`config.mk`:
```
export PLATFORM = sky130hd
export DESIGN_NAME = mpu_bus_master
export DESIGN_NICKNAME = d
export VERILOG_FILES = /design/src/rtl/mpu_bus_master_pkg.sv /design/src/rtl/mpu_phase_counter.sv /design/src/rtl/mpu_bus_master.sv
export SDC_FILE = /design/constraint.sdc
export NUM_CORES = 1
export LEC_CHECK = 0
export CORE_ASPECT_RATIO = 1.4
export CORE_MARGIN = 5
export CORE_UTILIZATION = 41
export CTS_BUF_LIST = sky130_fd_sc_hd__clkbuf_8
export DETAILED_ROUTE_END_ITERATION = 8
export HOLD_SLACK_MARGIN = 0.06
export MAX_ROUTING_LAYER = met4
export PLACE_DENSITY = 0.94
export SETUP_SLACK_MARGIN = 0.02
export SLEW_MARGIN = 0
export SYNTH_ARGS = -nofsm -noshare
export SYNTH_HDL_FRONTEND = slang
export SYNTH_SLANG_ARGS = --single-unit
export TNS_END_PERCENT = 1
```
`constraint.sdc`:
```
create_clock -name clk -period 2.05 [get_ports clk]
set_input_delay 0.205 -clock clk [delete_from_list [all_inputs] [get_ports clk]]
set_output_delay 0.205 -clock clk [all_outputs]
set_load 0.01 [all_outputs]
```
`src/rtl/mpu_bus_master_pkg.sv`:
```
// Shared definitions for the ChronoCube MPU bus master.
//  - mpu_state_e : bus-cycle FSM state encoding (IDLE..RESP), also used by monitors/benches
//  - mpu_cnt_width / mpu_max3 : sizing helpers for the phase down-counter
package mpu_bus_master_pkg;

    localparam int unsigned MpuAddrWidth = 16;
    localparam int unsigned MpuDataWidth = 16;

    typedef enum logic [2:0] {
        StIdle   = 3'd0,
        StSetup  = 3'd1,
        StStrobe = 3'd2,
        StHold   = 3'd3,
        StResp   = 3'd4
    } mpu_state_e;

    // Counter width able to hold (max_cycles - 1); never narrower than 1 bit.
    function automatic int unsigned mpu_cnt_width(input int unsigned max_cycles);
        return (max_cycles > 1) ? $clog2(max_cycles) : 1;
    endfunction

    function automatic int unsigned mpu_max3(input int unsigned a, input int unsigned b,
                                             input int unsigned c);
        int unsigned m;
        m = (a > b) ? a : b;
        return (m > c) ? m : c;
    endfunction

endpackage

```
`src/rtl/mpu_phase_counter.sv`:
```
// Loadable down-counter timing the SETUP/STROBE/HOLD phases.
// Ports:
//  clk_i      : clock
//  reset_i    : synchronous reset, active high (count clears to 0)
//  load_i     : load load_val_i on the next edge (priority over counting)
//  load_val_i : phase length minus one
//  tc_o       : terminal count, high while the count is 0 (last cycle of the phase)
module mpu_phase_counter #(
    parameter int unsigned Width = 2
) (
    input  logic             clk_i,
    input  logic             reset_i,
    input  logic             load_i,
    input  logic [Width-1:0] load_val_i,
    output logic             tc_o
);

    logic [Width-1:0] count_q, count_d;

    assign tc_o = (count_q == '0);

    always_comb begin
        count_d = count_q;
        if (load_i) begin
            count_d = load_val_i;
        end else if (!tc_o) begin
            count_d = count_q - 1'b1;
        end
    end

    always_ff @(posedge clk_i) begin
        if (reset_i) begin
            count_q <= '0;
        end else begin
            count_q <= count_d;
        end
    end

endmodule

```
`src/rtl/mpu_bus_master.sv`:
```
// ChronoCube MPU bus initiator: turns valid/ready requests into setup/strobe/hold bus cycles
// and returns read data (or a zero write acknowledge) on a valid/ready response port.
// Ports:
//  clk, reset (sync, active high)
//  req_valid/req_ready/req_write/req_addr/req_data/req_be : request port (be active high)
//  rsp_valid/rsp_ready/rsp_data                             : response port
//  busy                                                     : FSM not idle
//  _mpu_en/_mpu_rd/_mpu_wr/_mpu_be (active low), mpu_addr_out, mpu_data_out, mpu_data_in : bus
// Build option: MPU_MASTER_POSTED_WRITE_EN - writes return to IDLE without a response.
module mpu_bus_master
    import mpu_bus_master_pkg::*;
#(
    parameter int unsigned ADDR_WIDTH    = MpuAddrWidth,
    parameter int unsigned DATA_WIDTH    = MpuDataWidth,
    parameter int unsigned SETUP_CYCLES  = 1,
    parameter int unsigned STROBE_CYCLES = 2,
    parameter int unsigned HOLD_CYCLES   = 1
) (
    input  logic                  clk,
    input  logic                  reset,
    input  logic                  req_valid,
    output logic                  req_ready,
    input  logic                  req_write,
    input  logic [ADDR_WIDTH-1:0] req_addr,
    input  logic [DATA_WIDTH-1:0] req_data,
    input  logic [1:0]            req_be,
    output logic                  rsp_valid,
    input  logic                  rsp_ready,
    output logic [DATA_WIDTH-1:0] rsp_data,
    output logic                  busy,
    output logic                  _mpu_en,
    output logic                  _mpu_rd,
    output logic                  _mpu_wr,
    output logic [1:0]            _mpu_be,
    output logic [ADDR_WIDTH-1:0] mpu_addr_out,
    output logic [DATA_WIDTH-1:0] mpu_data_out,
    input  logic [DATA_WIDTH-1:0] mpu_data_in
);

    localparam int unsigned MaxPhase = mpu_max3(SETUP_CYCLES, STROBE_CYCLES, HOLD_CYCLES);
    localparam int unsigned CntW     = mpu_cnt_width(MaxPhase);

    // Counter load values are phase length minus one; zero-length phases are never loaded.
    localparam logic [CntW-1:0] SetupLd  = CntW'((SETUP_CYCLES > 0) ? SETUP_CYCLES - 1 : 0);
    localparam logic [CntW-1:0] StrobeLd = CntW'(STROBE_CYCLES - 1);
    localparam logic [CntW-1:0] HoldLd   = CntW'((HOLD_CYCLES > 0) ? HOLD_CYCLES - 1 : 0);

`ifdef MPU_MASTER_POSTED_WRITE_EN
    localparam bit PostedWrite = 1'b1;
`else
    localparam bit PostedWrite = 1'b0;
`endif

    mpu_state_e state_q, state_d, bus_end_state;

    logic                  cnt_load, cnt_tc;
    logic [CntW-1:0]       cnt_load_val;
    logic                  write_q, write_d;
    logic [ADDR_WIDTH-1:0] addr_q, addr_d;
    logic [DATA_WIDTH-1:0] dout_q, dout_d;
    logic [DATA_WIDTH-1:0] rsp_data_q, rsp_data_d;
    logic [1:0]            be_n_q, be_n_d;
    logic                  en_n_q, en_n_d;
    logic                  rd_n_q, rd_n_d;
    logic                  wr_n_q, wr_n_d;

    mpu_phase_counter #(
        .Width (CntW)
    ) u_phase_counter (
        .clk_i      (clk),
        .reset_i    (reset),
        .load_i     (cnt_load),
        .load_val_i (cnt_load_val),
        .tc_o       (cnt_tc)
    );

    // Where the bus cycle ends: posted writes skip the response phase.
    assign bus_end_state = (PostedWrite && write_q) ? StIdle : StResp;

    always_comb begin
        state_d      = state_q;
        cnt_load     = 1'b0;
        cnt_load_val = StrobeLd;
        write_d      = write_q;
        addr_d       = addr_q;
        dout_d       = dout_q;
        be_n_d       = be_n_q;
        rsp_data_d   = rsp_data_q;

        unique case (state_q)
            StIdle: begin
                if (req_valid) begin
                    write_d    = req_write;
                    addr_d     = req_addr;
                    dout_d     = req_write ? req_data : '0;
                    be_n_d     = ~req_be;
                    rsp_data_d = '0;
                    cnt_load   = 1'b1;
                    if (SETUP_CYCLES > 0) begin
                        state_d      = StSetup;
                        cnt_load_val = SetupLd;
                    end else begin
                        state_d      = StStrobe;
                        cnt_load_val = StrobeLd;
                    end
                end
            end
            StSetup: begin
                if (cnt_tc) begin
                    state_d      = StStrobe;
                    cnt_load     = 1'b1;
                    cnt_load_val = StrobeLd;
                end
            end
            StStrobe: begin
                if (cnt_tc) begin
                    // Sync RAM data is valid by the edge closing the last strobe cycle.
                    if (!write_q) begin
                        rsp_data_d = mpu_data_in;
                    end
                    if (HOLD_CYCLES > 0) begin
                        state_d      = StHold;
                        cnt_load     = 1'b1;
                        cnt_load_val = HoldLd;
                    end else begin
                        state_d = bus_end_state;
                    end
                end
            end
            StHold: begin
                if (cnt_tc) begin
                    state_d = bus_end_state;
                end
            end
            StResp: begin
                if (rsp_ready) begin
                    state_d = StIdle;
                end
            end
            default: state_d = StIdle;
        endcase

        // Strobes are registered from the next state so they change cleanly on the edge.
        en_n_d = !((state_d == StSetup) || (state_d == StStrobe) || (state_d == StHold));
        rd_n_d = !((state_d == StStrobe) && !write_d);
        wr_n_d = !((state_d == StStrobe) && write_d);
    end

    always_ff @(posedge clk) begin
        if (reset) begin
            state_q    <= StIdle;
            write_q    <= 1'b0;
            addr_q     <= '0;
            dout_q     <= '0;
            be_n_q     <= 2'b11;
            rsp_data_q <= '0;
            en_n_q     <= 1'b1;
            rd_n_q     <= 1'b1;
            wr_n_q     <= 1'b1;
        end else begin
            state_q    <= state_d;
            write_q    <= write_d;
            addr_q     <= addr_d;
            dout_q     <= dout_d;
            be_n_q     <= be_n_d;
            rsp_data_q <= rsp_data_d;
            en_n_q     <= en_n_d;
            rd_n_q     <= rd_n_d;
            wr_n_q     <= wr_n_d;
        end
    end

    assign req_ready    = (state_q == StIdle) && !reset;
    assign rsp_valid    = (state_q == StResp) && !reset;
    assign busy         = (state_q != StIdle) && !reset;
    assign rsp_data     = rsp_data_q;
    assign _mpu_en      = en_n_q;
    assign _mpu_rd      = rd_n_q;
    assign _mpu_wr      = wr_n_q;
    assign _mpu_be      = be_n_q;
    assign mpu_addr_out = addr_q;
    assign mpu_data_out = dout_q;

endmodule

```
# Yosys cells after proc, flatten, opt, wreduce, memory -nomap -nowiden
# Cells that the tools add are included.
# classes
addsub	1
mul	0
div_mod_pow	0
magnitude_cmp	0
eq_ne	10
shifts	0
n_mux	21
bitwise_logic	1
reduce_logical	18
# ops
op	count
$mux 16	4
$pmux 16 s2	1
$mux 3	5
$pmux 3 s5	1
$eq 3x2->1 const B	4
$mux 1	8
$eq 3x1->1 const B	2
$ne 2x2->1 const B	3
$logic_and 1x1->1	5
$logic_not 1->1	5
$pmux 1 s2	2
$reduce_and 4->1	1
$eq 3x3->1 const B	1
$logic_not 3->1	1
$reduce_bool 3->1	1
$logic_or 1x1->1	2
$not 2->2	1
$reduce_and 2->1	1
$reduce_bool 2->1	1
$reduce_or 2->1	1
$sub 1x1->1 const B	1
# totals
ff_bits	58
latch_bits	0
ramBits	0
romBits	0
input_bits	55
output_inout_bits	56
elab_cells	61
memories	0

# Logic depth before layout (Yosys ltp)
# Gate-level depths: netlist of run 1.
# logic_depth
depth_word	6
mapped_depth	6
ltp_nobuf	3

# By module
# A second synthesis of run 1 with hierarchy kept.
# hier_totals
hier_cells	244
hier_area_um2	2174.6
# by_module_without_submodules
module	instances	cells_each	area_each_um2
mpu_bus_master	1	241	2142.1
mpu_phase_counter	1	3	32.5

# Worst setup path after synthesis of run 1
# No wires, ideal clock.
# synth_path
path_kind	flip-flop to flip-flop
startpoint	reg state_q[2]
endpoint	reg wr_n_q (netlist: _mpu_wr)
t_arrival_ps	1409
slack_ps	523
path_stages_with_launch	6
period_less_slack_ps	1527
path_cell_list	dfxtp_1 > buf_6 > or4b_1 > buf_4 > mux2i_4 > nand2b_1
# synth_via
elab_chain_len	5
word_cells_on_any_way	15
classes_between	eq/ne: 5; mux: 7; reduce/logical: 3
# synth_rtl
element	line_no	source
from (decl)	mpu_bus_master.sv:54	mpu_state_e state_q, state_d, bus_end_state;
from (signal assigned)	mpu_bus_master.sv:151	state_q <= StIdle;
from (signal assigned)	mpu_bus_master.sv:161	state_q <= state_d;
$eq 3x3->1 (tied with other cells)	mpu_bus_master.sv:90	unique case (state_q)
$pmux 3 s5	mpu_bus_master.sv:90	
$eq 3x2->1	mpu_bus_master.sv:146	wr_n_d = !((state_d == StStrobe) && write_d);
$logic_and 1x1->1 *	mpu_bus_master.sv:146	
$logic_not 1->1 *	mpu_bus_master.sv:146	
to (signal assigned)	mpu_bus_master.sv:169	wr_n_q <= wr_n_d;
to (decl)	mpu_bus_master.sv:65	logic wr_n_q, wr_n_d;
# Mark *: on every way between the ends. The rest lies on a longest branch, timed or not.
# A chain may end at the register's enable or synchronous reset.

# Worst setup path in the final report of run 1
# layout_path
startpoint	reg state_q[0]
endpoint	out rsp_valid
# layout_via
elab_chain_len	2
# layout_rtl
element	line_no	source
$eq 3x3->1	mpu_bus_master.sv:174	assign rsp_valid = (state_q == StResp) && !reset;
$logic_and 1x1->1	mpu_bus_master.sv:174	
to (decl)	mpu_bus_master.sv:27	output logic rsp_valid,
# Every way passes these cells.

==> results of run 1 <==
==> where the power goes <==
part           internal [mW]  switching [mW]  leakage (nW)
registers               1.23          0.0574         0.473
clock network          0.525           0.423         0.102
logic                  0.408           0.347         0.695
total                   2.17           0.828          1.27
==> worst min path at each step <==
stage                                  end  slack [ns]  depth (start not counted)
after floorplan                rsp_data[0]        0.32                          1
after global placement    mpu_data_out[14]        0.44                          2
after detailed placement   mpu_data_out[0]        0.44                          2
after CTS                          write_q        0.19                          2
after global routing       mpu_addr_out[2]        0.20                          2
final                              write_q        0.20                          2
==> area by class of cell <==
cell class	count	area, um^2
fillers	435	1652
repair buffers	120	1184
flip-flops and latches	58	1161
multi-input cells	164	930.9
clock buffers	12	165.2
well taps	66	82.58
clock inverters	4	18.77
inverters	1	3.754
==> synth_stat cells (all sizes together) <==
| library cell | n |
|---|---|
| nor2 | 8 |
| nand2b | 18 |
| o21ba | 1 |
| a21oi | 33 |
| or4b | 1 |
| nand3b | 1 |
| mux2i | 1 |
| nor4b | 3 |
| nor2b | 2 |
| buf | 11 |
| a211o | 2 |
| a221oi | 1 |
| nor3 | 2 |
| xnor2 | 1 |
| a31oi | 1 |
| inv | 1 |
| nor4 | 1 |
| a211oi | 1 |
| dfxtp | 58 |
| and4b | 1 |
| or3b | 2 |
| or2 | 1 |
| clkbuf | 10 |
| nand2 | 50 |
| o21bai | 1 |
| nand3 | 16 |
| o2bb2ai | 16 |
==> layer usage <==
| layer | up-vias | share of wire, % |
|---|---|---|
| li1 | 1048 | - |
| met1 | 959 | 40 |
| met2 | 79 | 52 |
| met3 | 9 | 6.5 |
| met4 | 0 | 1.7 |
| met5 | - | 0 |
==> registers in the layout, summed over array words and instances (netlist names) <==
name,flops
mpu_addr_out,16
rsp_data,16
write_q,1
_mpu_be,2
mpu_data_out,16
_mpu_en,1
_mpu_rd,1
state_q,3
u_phase_counter.count_q,1
_mpu_wr,1
==> cell usage in the layout (no fill, tap or decap), drive strengths merged <==
| cell | n |
|---|---|
| buf | 11 |
| clkinvlp | 1 |
| nor2 | 8 |
| inv | 4 |
| clkbuf | 12 |
| dfxtp | 58 |
| o21ba | 1 |
| a211oi | 1 |
| nor4 | 1 |
| or2 | 1 |
| nand3b | 1 |
| a21oi | 33 |
| xnor2 | 1 |
| o21bai | 1 |
| and4b | 1 |
| nand2b | 18 |
| nor2b | 2 |
| a221oi | 1 |
| or3b | 2 |
| a211o | 2 |
| a31oi | 1 |
| nor3 | 2 |
| or4b | 1 |
| clkdlybuf4s50 | 109 |
| nor4b | 3 |
| nand2 | 50 |
| nand3 | 16 |
| mux2i | 1 |
| o2bb2ai | 16 |
==> critical path, stage by stage, from the launching register on <==
cell,delay [ns]
dfxtp_1,0.30
buf_4,0.18
nor4b_1,0.30
clkdlybuf4s50_1,0.60
==> cell families after synthesis <==
kind of cell	Yosys count
simple gates	106
flops	58
compound gates	56
buf+inv	22
xor+xnor	1
mux	1
==> impl_results.md, run 1 <==
* Run status: finished, final reports clean
* Grt met1 use at 20.20%
* Met3 GRT Util at 2.899%
* Post-synth top area share at 53.00%
* Yosys warnings at 0
* Period minus WS final at 1.909 ns
* Detailed Place HPWL at 4341 um
* Vias at 2,095
* Post-Layout Inst Area at 3546 um^2
* R2R Path End: rsp_data[12]
* Main combinational cell family by area after synthesis: simple AND/OR/NAND/NOR gates
* DRC Markers at 0
* 1st-iter DRT viols at 169
* Total Routed Length at 6065 um
* Worst R2R Path Depth at 5
* RSZ-0062 raised after global routing: false
* Std-Cell Rows at 31
* Detailed-router iteration count before antenna repair at 4
* GRT overflow at 0
* Place WS at 0.2142 ns
* CP Capture Point: rsp_valid
* Top post-synthesis cells by area: dfxtp_1 (53%), nand2_1 (8.6%), a21oi_1 (7.5%)
* CTS sink count at 58
* Skew final at 0.005678 ns
* Adder-cell share of the synthesized area at 0%
* Grt met2 use at 31.13%
* Final Setup Violations at 0
* CP Launch Type: flip-flop
* Fin Setup TNS at 0 ns
* Post-CTS setup-driven buffer insertion count at 0
* XOR/XNOR share of the synthesized area at 0.3998%
* CP startpoint: state_q[0]
* DRT antenna net count at 0
* Hold Crit Start: reset
* DR WL/cell at 14.27 um
* Cell count after placement at 409
* Critical path peak fanout at 14
* Die height at 96.49 um
* PortBufs at 110
* Hold WC Path Type: input port to flip-flop
* Worst EP arrival at 1.70 ns
* Die W at 71.78 um
* Pleak at 1.271 nW
* Synth cell types at 31
* Hold Slack at 0.1991 ns
* Area delta synth->final at 61.85%
* Core Area at 5197 um^2
* Vias per std cell at 4.929
* Largest net degree at the start of global routing at 38
* Max-Cap Viols at 0
* CP Class: flip-flop to output pin
* Area leader, netlist: dfxtp_1
* Post-Synthesis Cells at 244
* Worst vdd ir at 0.0004748 V
* Worst-Margin Slew at 0.5812 ns
* Reg-to-Reg Start: state_q[1]
* CTS tree: done
* Initial antenna violation count at 0
* CTS clk-pin slew, worst paths at 0.06 ns
* Root buffer cell: clkbuf_8
* Post-cts repair resize count at 0
* CP required at 1.85 ns
* Final nets at 409
* IO Pins at 111
* Max-slew violations at 0
* Total power at 2.994 mW
* Die ar. at 6926 um^2
* Mux contribution to synthesized area at 1.028%
* First-pass GRT wire length at 9487 um
* Avg Cell Area, Syn at 8.979 um^2
* Post-synthesis net count at 299
* Hold bufs inserted after CTS at 0
* Placed cell area at 3362 um^2
* CP Capture Type: output pin
* Period utilization at 93.11%
* Reg2reg setup slack at 0.36 ns
* Layout Cells excl Fill at 425
* Seq/Total Area, Yosys at 53.00%
* Setup ws final at 0.1412 ns
* Maximum clock insertion buffer count at 2
* Final core utilization at 68.22%
* PD cells at 844.3 nW/um^2
* GR peak layer: met2
* H-tree levels at 3
* Clk Latency, worst-skew pair at 0.33 ns
* Tot GR Track Use at 18.16%
* Cts bufs inserted at 9
* Register bit total from synthesis at 58
* Hold Fails Final Rpt at 0
* Netlist Area Pre-Place at 2191 um^2
* Vias in the first global route at 2,004
* Share of cells above drive strength 1 at 8.357%
* Antenna diode count at 0
* Routability Congestion at 0.7815
* Compound-Gate Fraction of Synth Area at 16.79%
* Simple-Gate Fraction of Synth Area at 23.87%
* Fmax at 523.9 MHz
* Slew HR at 61.22%
* Starting Density at 42.15%
Note: power is estimated with default switching activity, not from simulation.
==> run 2: changes to the inputs <==
--- a/config.mk
+++ b/config.mk
@@ -10,6 +10,7 @@
 export CORE_UTILIZATION = 41
 export CTS_BUF_LIST = sky130_fd_sc_hd__clkbuf_8
 export DETAILED_ROUTE_END_ITERATION = 8
+export GPL_TIMING_DRIVEN = 0
 export HOLD_SLACK_MARGIN = 0.06
 export MAX_ROUTING_LAYER = met4
 export PLACE_DENSITY = 0.94
==> run 2 against run 1 <==
Effect of this change:
- final cell count rose by 2.1%
- clock skew increased by 0.0012 ns
- non-clock buffer count rose by 9
- utilization is 0.39 points higher
- global-route usage grew 1.7 points
- flip-flop and latch count is the same
- die area did not move
- critical path type unchanged
==> impl_results.md, run 2 (same netlist as run 1, synthesis figures left out) <==
* Run status: finished, final reports clean
* Top cell family by delay on the critical path: buffers and inverters
* PD cells at 866.0 nW/um^2 (+2.6%)
* 1st-iter DRT viols at 106 (-37%)
* Die ar. at 6926 um^2 (unchanged)
* Clk Latency, worst-skew pair at 0.34 ns (about the same)
* Die W at 71.78 um (unchanged)
* Vias in the first global route at 2,206 (+10%)
* IO Pins at 111 (unchanged)
* Total Routed Length at 6379 um (+5.2%)
* DRC Markers at 0 (unchanged)
* Detailed-router iteration count before antenna repair at 4 (unchanged)
* Final Setup Violations at 0 (unchanged)
* CP bufs+invs at 2 (unchanged)
* Maximum clock insertion buffer count at 2 (unchanged)
* Worst-path cell chain: clkbuf_4 > nor3_1 > nor2_1 > clkdlybuf4s50_1
* Reg-to-Reg Start: u_phase_counter.count_q
* Fmax at 520.2 MHz (-0.71%)
* Slew HR at 64.50% (+3.3 points)
* CP max stage delay at 0.55 ns (-0.05 ns)
* Core Area at 5197 um^2 (unchanged)
* Starting Density at 42.15% (unchanged)
* Worst EP arrival at 1.72 ns (+0.02 ns)
* Critical path peak fanout at 10 (-4)
* Worst-Margin Slew at 0.5324 ns (-0.04881 ns)
* Hold Slack at 0.3476 ns (+0.1486 ns)
* CTS sink count at 58 (unchanged)
* Period minus WS final at 1.922 ns (+0.01372 ns)
* Period utilization at 93.78% (+0.67 points)
* Initial antenna violation count at 0 (unchanged)
* Commonest non-fill, non-tap cells in the layout: clkdlybuf4s50_1 (107), dfxtp_1 (57), nand2_1 (50)
* Std-Cell Rows at 31 (unchanged)
* RSZ-0062 raised after global routing: false
* CTS tree: done
* Area delta synth->final at 62.76%
* PortBufs at 109 (-0.91%)
* CP max stage cell: clkdlybuf4s50_1
* Hold Crit Start: req_write
* DRT antenna net count at 0 (unchanged)
* Pleak at 1.289 nW (+1.4%)
* DR WL/cell at 14.70 um (+3.0%)
* Final nets at 418 (+2.2%)
* CP Capture Type: output pin
* Cts bufs inserted at 9 (unchanged)
* Commonest non-fill, non-tap cell in the layout: clkdlybuf4s50_1
* Register share of total power at 41.9% (-1.2 points)
* Antenna diode count at 0 (unchanged)
* GRT overflow at 0 (unchanged)
* CP startpoint: state_q[0]
* Post-CTS setup-driven buffer insertion count at 0 (unchanged)
* CP required at 1.85 ns (about the same)
* CTS clk-pin slew, worst paths at 0.07 ns (about the same)
* Largest net degree at the start of global routing at 11 (-71%)
* Switching share of power at 28.10% (+0.43 points)
* Max-slew violations at 0 (unchanged)
* Total power at 3.088 mW (+3.1%)
* CP Launch Type: flip-flop
* Hold Fails Final Rpt at 0 (unchanged)
* Max-Cap Viols at 0 (unchanged)
* Routability Congestion at 0.7643 (-2.2%)
* Detailed Place HPWL at 4772 um (+9.9%)
* Hold WC Path Type: input port to flip-flop
* Die height at 96.49 um (unchanged)
* Share of cells above drive strength 1 at 9.783% (+1.4 points)
* Vias at 2,196 (+4.8%)
* Root buffer cell: clkbuf_8
* Clock Power Share at 33.8% (+2.1 points)
* CP Class: flip-flop to output pin
* Gate power share at 24.3% (-0.9 points)
* Vias per std cell at 5.060 (+2.6%)
* P_sw at 0.8676 mW (+4.8%)
* Filler cell count at 402 (-7.6%)
* First-pass GRT wire length at 10,260 um (+8.1%)
* Skew final at 0.006892 ns (+0.001215 ns)
* H-tree levels at 3 (unchanged)
* P_int at 2.220 mW (+2.5%)
* Tot GR Track Use at 19.86% (+1.7 points)
* Fin Setup TNS at 0 ns (unchanged)
* Worst vdd ir at 0.0004537 V (-4.4%)
run 2: cell type report:
type,instances,area (um^2),area share (%)
plain buffers,20,111.4,3.123
clock buffers,10,137.6,3.860
clock inverters,6,57.56,1.614
inverters,1,3.754,0.1053
multi-input cells,164,922.1,25.86
flip-flops and latches,58,1162,32.60
well taps,66,82.58,2.316
repair buffers,109,1089,30.53
run 2: worst paths after layout:
check                    endpoint  slack, ns  cells past startpoint
hold reg to reg   mpu_addr_out[9]       0.46                      2
setup / recovery             busy       0.13                      4
setup reg to reg     rsp_data[12]       0.35                      4
hold / removal    mpu_data_out[1]       0.35                      3
run 2: stage by stage:
stage	std cells	setup WS (ns)	utilization, %	area, um^2
2_1_floorplan	244	0.5229	-	2191
3_5_place_dp	419	-0.2675	64.73	3364
5_1_grt	434	0.02497	68.61	3566
6_report	434	0.1275	68.61	3566
3_3_place_gp	419	-0.2746	64.73	3364
4_1_cts	435	0.02683	68.58	3565
run 2: worst register-to-register path: cells and delay by family (launching register included):
family	cells	cell delay, ns
flops	1	0.37
buf+inv	1	0.27
simple gates	1	0.40
compound gates	2	0.55
run 2: power by group through the flow:
stage / clock network [mW] / registers [mW] / logic, mW
CTS: 1.06 / 1.29 / 0.756
global placement: 0 / 1.31 / 0.734
finish: 1.04 / 1.29 / 0.751
detailed placement: 0 / 1.32 / 0.752
global route: 1.11 / 1.31 / 0.813
floorplan: 0 / 1.36 / 0.324
run 2: per-layer routing:
layer,share of wire [%],track usage [%]
met1,39,21.37
met2,51,33.36
met3,7.1,5.487
met4,3.0,10.34
met5,0,-
run 2: timing repair:
item / CTS / global route
endpoints found under the setup margin: 3 / 1
resized for setup: 7 / 5
hold buffers: 0 / 0
